[src/rtl/sopc_video_st_packet_arbiter.sv]
// Two-input Avalon-ST packet arbiter.
// Packets from two sinks are merged onto one registered source. Each grant
// covers a whole packet, so beats of different packets never interleave.
// Ties between two waiting start-of-packet beats are broken round robin.
// Beats that arrive outside a packet while idle are consumed and counted
// in a saturating drop counter.
module sopc_video_st_packet_arbiter #(
  parameter int unsigned DATA_WIDTH     = 8,
  parameter int unsigned DROP_CNT_WIDTH = 8
) (
  input  logic                      clk,
  input  logic                      reset,

  input  logic                      in0_valid,
  input  logic                      in0_startofpacket,
  input  logic                      in0_endofpacket,
  input  logic                      in0_empty,
  input  logic [DATA_WIDTH-1:0]     in0_data,
  output logic                      in0_ready,

  input  logic                      in1_valid,
  input  logic                      in1_startofpacket,
  input  logic                      in1_endofpacket,
  input  logic                      in1_empty,
  input  logic [DATA_WIDTH-1:0]     in1_data,
  output logic                      in1_ready,

  input  logic                      out_ready,
  output logic                      out_valid,
  output logic                      out_startofpacket,
  output logic                      out_endofpacket,
  output logic                      out_empty,
  output logic [DATA_WIDTH-1:0]     out_data,

  output logic                      busy,
  output logic [DROP_CNT_WIDTH-1:0] drop_count
);

  typedef enum logic [1:0] {
    IDLE  = 2'd0,
    LOCK0 = 2'd1,
    LOCK1 = 2'd2
  } state_t;

  state_t                    state_q, state_d;
  logic                      last_grant_q, last_grant_d;

  logic                      out_valid_q, out_valid_d;
  logic                      out_sop_q, out_sop_d;
  logic                      out_eop_q, out_eop_d;
  logic                      out_empty_q, out_empty_d;
  logic [DATA_WIDTH-1:0]     out_data_q, out_data_d;

  logic [DROP_CNT_WIDTH-1:0] drop_count_q, drop_count_d;

  // Beat selected from the locked input and whether it moves this cycle
  logic                      ld;
  logic                      xfer;
  logic                      x_sop;
  logic                      x_eop;
  logic                      x_empty;
  logic [DATA_WIDTH-1:0]     x_data;

  logic                      cand0, cand1;
  logic                      drop0, drop1;
  logic [1:0]                drop_inc;
  logic [DROP_CNT_WIDTH:0]   drop_sum;

  // Output register may accept a new beat when empty or being drained
  assign ld = !out_valid_q || out_ready;

  assign cand0 = in0_valid && in0_startofpacket;
  assign cand1 = in1_valid && in1_startofpacket;

  // Arbitration, packet locking and per-input backpressure
  always_comb begin
    state_d      = state_q;
    last_grant_d = last_grant_q;
    in0_ready    = 1'b0;
    in1_ready    = 1'b0;
    xfer         = 1'b0;
    x_sop        = in0_startofpacket;
    x_eop        = in0_endofpacket;
    x_empty      = in0_empty;
    x_data       = in0_data;
    drop0        = 1'b0;
    drop1        = 1'b0;

    unique case (state_q)
      IDLE: begin
        // Out-of-packet beats are swallowed; pending SOP beats wait
        drop0     = in0_valid && !in0_startofpacket;
        drop1     = in1_valid && !in1_startofpacket;
        in0_ready = drop0;
        in1_ready = drop1;
        if (cand0 && cand1) begin
          if (last_grant_q) begin
            state_d      = LOCK0;
            last_grant_d = 1'b0;
          end else begin
            state_d      = LOCK1;
            last_grant_d = 1'b1;
          end
        end else if (cand0) begin
          state_d      = LOCK0;
          last_grant_d = 1'b0;
        end else if (cand1) begin
          state_d      = LOCK1;
          last_grant_d = 1'b1;
        end
      end
      LOCK0: begin
        in0_ready = ld;
        xfer      = in0_valid && ld;
        if (xfer && in0_endofpacket) begin
          state_d = IDLE;
        end
      end
      LOCK1: begin
        in1_ready = ld;
        xfer      = in1_valid && ld;
        x_sop     = in1_startofpacket;
        x_eop     = in1_endofpacket;
        x_empty   = in1_empty;
        x_data    = in1_data;
        if (xfer && in1_endofpacket) begin
          state_d = IDLE;
        end
      end
      default: begin
        state_d = IDLE;
      end
    endcase

    // No beat is accepted from either sink while reset is held
    if (reset) begin
      in0_ready = 1'b0;
      in1_ready = 1'b0;
      drop0     = 1'b0;
      drop1     = 1'b0;
    end
  end

  // Registered source stage: load on transfer, drain when ld without data
  always_comb begin
    out_valid_d = out_valid_q;
    out_sop_d   = out_sop_q;
    out_eop_d   = out_eop_q;
    out_empty_d = out_empty_q;
    out_data_d  = out_data_q;
    if (ld) begin
      if (xfer) begin
        out_valid_d = 1'b1;
        out_sop_d   = x_sop;
        out_eop_d   = x_eop;
        out_empty_d = x_empty;
        out_data_d  = x_data;
      end else begin
        out_valid_d = 1'b0;
      end
    end
  end

  // Saturating drop counter; both sinks may drop in the same cycle
  always_comb begin
    drop_inc     = {1'b0, drop0} + {1'b0, drop1};
    drop_sum     = {1'b0, drop_count_q} + (DROP_CNT_WIDTH + 1)'(drop_inc);
    drop_count_d = drop_sum[DROP_CNT_WIDTH-1:0];
    if (drop_sum[DROP_CNT_WIDTH]) begin
      drop_count_d = '1;
    end
  end

  // State and output registers with synchronous reset
  always_ff @(posedge clk) begin
    if (reset) begin
      state_q      <= IDLE;
      last_grant_q <= 1'b1;
      out_valid_q  <= 1'b0;
      out_sop_q    <= 1'b0;
      out_eop_q    <= 1'b0;
      out_empty_q  <= 1'b0;
      out_data_q   <= '0;
      drop_count_q <= '0;
    end else begin
      state_q      <= state_d;
      last_grant_q <= last_grant_d;
      out_valid_q  <= out_valid_d;
      out_sop_q    <= out_sop_d;
      out_eop_q    <= out_eop_d;
      out_empty_q  <= out_empty_d;
      out_data_q   <= out_data_d;
      drop_count_q <= drop_count_d;
    end
  end

  assign busy              = (state_q != IDLE);
  assign out_valid         = out_valid_q;
  assign out_startofpacket = out_sop_q;
  assign out_endofpacket   = out_eop_q;
  assign out_empty         = out_empty_q;
  assign out_data          = out_data_q;
  assign drop_count        = drop_count_q;

endmodule
[config.mk]
export PLATFORM = sky130hd
export DESIGN_NAME = sopc_video_st_packet_arbiter
export DESIGN_NICKNAME = d
export VERILOG_FILES = /design/src/rtl/sopc_video_st_packet_arbiter.sv
export SDC_FILE = /design/constraint.sdc
export NUM_CORES = 1
export LEC_CHECK = 0
export CORE_AREA = 4 4 49 73
export CTS_CLUSTER_DIAMETER = 40
export CTS_CLUSTER_SIZE = 16
export DETAILED_ROUTE_END_ITERATION = 12
export DIE_AREA = 0 0 53 77
export HOLD_SLACK_MARGIN = 0.15
export PLACE_DENSITY = 0.76
export SLEW_MARGIN = 20
export SYNTH_ARGS = -nofsm -noshare
export SYNTH_HDL_FRONTEND = slang
export SYNTH_SLANG_ARGS = --single-unit
export TNS_END_PERCENT = 30
[constraint.sdc]
create_clock -name clk -period 2.3 [get_ports clk]
set_input_delay 0.46 -clock clk [delete_from_list [all_inputs] [get_ports clk]]
set_output_delay 0.46 -clock clk [all_outputs]
set_load 0.01 [all_outputs]
==> run metrics <==
Initial DRC Count=12; Worst Setup End Kind=flip-flop; sequential share of the synthesized area=0.383; DRC Markers=0; syn_nets=between 150 and 200; first-pass GRT wire length=between 5 and 6 mm; total number of yosys warnings=0; Worst VDD drop=between 300 and 400 uV; Worst Max-Slew Pin Slew=between 0.3 and 0.4 ns; Req. time, crit path=2.49 ns; clock skew=~0.0016 ns; WL final=3.03 mm; Initial DRT Pass Iterations=4; Hold-fix buffers, CTS=0; distinct cell type count after synthesis=30; drt wl/cell=~14 um; Core ar.=approximately 2900 sq um; worst min path class=flip-flop to flip-flop; crit path max fanout=4; FP Rows=24; Top Ports=50; mean post-synth cell area=about 9.4 sq um; antenna viol nets, final=0; Via-to-Cell Ratio=slightly above 5; P&R area growth vs syn=51.9%; port bufs=just under 50; post-synthesis cell count=~130; outcome=completed; Worst Path Class, Setup=input pin to flip-flop; largest net degree at the start of global routing=25; CTS tree=built; P_leak=between 0.6 and 0.7 nW; Seq cells post-synth=23; fin. max-slew vios=0; Hold Vio Cnt, Final=0; Power Density=roughly 480 nW/um^2; Die Y=about 77 um; clk root buf=clkbuf_8; GRT Util Overall=0.158; # nets final=215; routability cong.=between 0.7 and 0.8; FMAX=~0.46 GHz; Layout Utilization=0.628; n_diodes=0; initial antenna violation count=0; CP Data Arrival Time=between 2 and 2.5 ns; worst slack at placement=-0.209 ns; total negative slack=0 ns; vias in the first global route=1,243; clock network latency to the later pin of the worst-skew pair=about 0.26 ns; fin cells=between 200 and 250; clock period minus worst slack=2.17 ns; DP HPWL=between 2 and 2.5 mm; worst hold margin=between 0.4 and 0.5 ns; Netlist Area Pre-Place=approximately 1200 sq um; placed insts=218; Setup violations, final=0; Die W=53 um; postcts setup bufs=0; CTS Buf Count=3; Final WS setup=about 0.13 ns; initial core utilization=0.413; share of cells above drive strength 1=0.180; H-tree Lvls=1; CP Launch Type=input pin; clk slew on worst S/H paths=about 0.080 ns; Max Cap Viol=0; global route overflow=0; worst-case clock buffer depth=2; clock sink count=23; Period Utilization, post-route=0.944; Via Count=1,130; die area=approximately 4000 sq um; Worst slew margin=0.794
==> critical path, stage by stage <==
cell	delay (ns)
clkdlybuf4s50_1	0.53
nor2_1	0.09
and3_1	0.20
fa_2	0.39
and3_1	0.24
or2_2	0.30
a21oi_1	0.15
==> metrics by stage <==
| step | area [sq um] | power [mW] |
|---|---|---|
| 2_1_floorplan | 1200 | 0.540 |
| 3_3_place_gp | 1760 | 0.638 |
| 3_5_place_dp | 1760 | 0.644 |
| 4_1_cts | 1810 | 0.892 |
| 5_1_grt | 1830 | 0.930 |
| 6_report | 1830 | 0.884 |
==> where the power goes <==
part           total, mW  switching, mW  leakage, nW  internal, mW
Sequential         0.424         0.0106        0.187         0.413
Clock              0.251          0.130       0.0255         0.121
Combinational      0.210         0.0916        0.464         0.118
Total              0.884          0.232        0.677         0.652
==> state kept, by name, indices dropped and copies added, names as in the netlist <==
| name | cells |
|---|---|
| drop_count | 8 |
| out_data | 8 |
| state_q | 2 |
| last_grant_q | 1 |
| out_empty | 1 |
| out_endofpacket | 1 |
| out_startofpacket | 1 |
| out_valid | 1 |
==> per-layer routing <==
metal | track usage | wire [um]
met1 | 0.147 | 1040
met2 | 0.315 | 1690
met3 | 0.0504 | 283
met4 | 0.0256 | 22
met5 | 0 | 0
==> synth_stat cells, drive strengths merged <==
cell type | count | area [sq um]
dfxtp | 23 | 460
nor2 | 21 | 78.8
a211oi | 12 | 145
mux2i | 12 | 120
a21oi | 8 | 40.0
inv | 7 | 26.3
nand2 | 7 | 26.3
and3 | 4 | 30.0
buf | 4 | 38.8
clkbuf | 3 | 11.3
ha | 3 | 37.5
nand3 | 3 | 15.0
o21ai | 3 | 15.0
a31oi | 2 | 12.5
a32o | 2 | 20.0
a32oi | 2 | 17.5
xnor2 | 2 | 17.5
a22o | 1 | 17.5
and2 | 1 | 6.26
fa | 1 | 20.0
nand2b | 1 | 6.26
nand4 | 1 | 6.26
nor2b | 1 | 6.26
nor3 | 1 | 5.00
o311ai | 1 | 8.76
or2 | 1 | 6.26
xor2 | 1 | 8.76
==> kinds of logic after synthesis <==
logic type / Yosys count / synth area share
compound gates: 31 / 0.230
xor+xnor: 3 / 0.0218
fa+ha+maj: 4 / 0.0478
buf+inv: 14 / 0.0634
flops: 23 / 0.383
mux: 12 / 0.0998
simple gates: 41 / 0.155
==> area by class of cell <==
| type | instances | area, sq um |
|---|---|---|
| inverter | 7 | 26.3 |
| multi-input combinational | 91 | 677 |
| timing repair buffer | 58 | 567 |
| clock buffer | 3 | 41.3 |
| sequential | 23 | 463 |
| fill | 262 | 1080 |
| clock inverter | 1 | 5.00 |
| tap | 39 | 48.8 |
==> layout by cell type, fill, tap and decap left out, types with 2 or more instances in the layout <==
| cell | synthesis | layout |
|---|---|---|
| nand2_1 | 7 | 7 |
| a32oi_1 | 2 | 2 |
| and3_1 | 3 | 3 |
| a32o_1 | 2 | 2 |
| inv_1 | 7 | 6 |
| o21ai_0 | 3 | 3 |
| xnor2_1 | 2 | 2 |
| nand3_1 | 3 | 2 |
| clkdlybuf4s50_1 | 0 | 47 |
| ha_1 | 3 | 3 |
| a211oi_2 | 11 | 11 |
| dfxtp_2 | 0 | 2 |
| mux2i_1 | 12 | 12 |
| nor2_1 | 21 | 20 |
| clkbuf_8 | 0 | 3 |
| dfxtp_1 | 23 | 21 |
| dlymetal6s2s_1 | 0 | 2 |
| buf_4 | 0 | 8 |
| a31oi_1 | 2 | 2 |
| a21oi_1 | 8 | 8 |
==> path summary, 6_finish.rpt <==
| check | start | end | slack, ns | cells after the start |
|---|---|---|---|---|
| worst max-delay path | reset | drop_count[2]$_SDFF_PP0_ | 0.13 | 7 |
| worst max register to register | state_q[0]$_SDFFE_PP0P_ | drop_count[2]$_SDFF_PP0_ | 0.13 | 9 |
| worst min register to register | state_q[0]$_SDFFE_PP0P_ | state_q[0]$_SDFFE_PP0P_ | 0.49 | 1 |
| worst min-delay path | state_q[0]$_SDFFE_PP0P_ | state_q[0]$_SDFFE_PP0P_ | 0.49 | 1 |
==> what timing repair did <==
item | in CTS | in global routing
setup endpoints to repair | 3 | 9
endpoints found under the hold margin | 0 | 0
pin swaps | 0 | 1
resized for setup | 2 | 7
gates cloned | 0 | 0
Power figures use the tool's default switching activity.
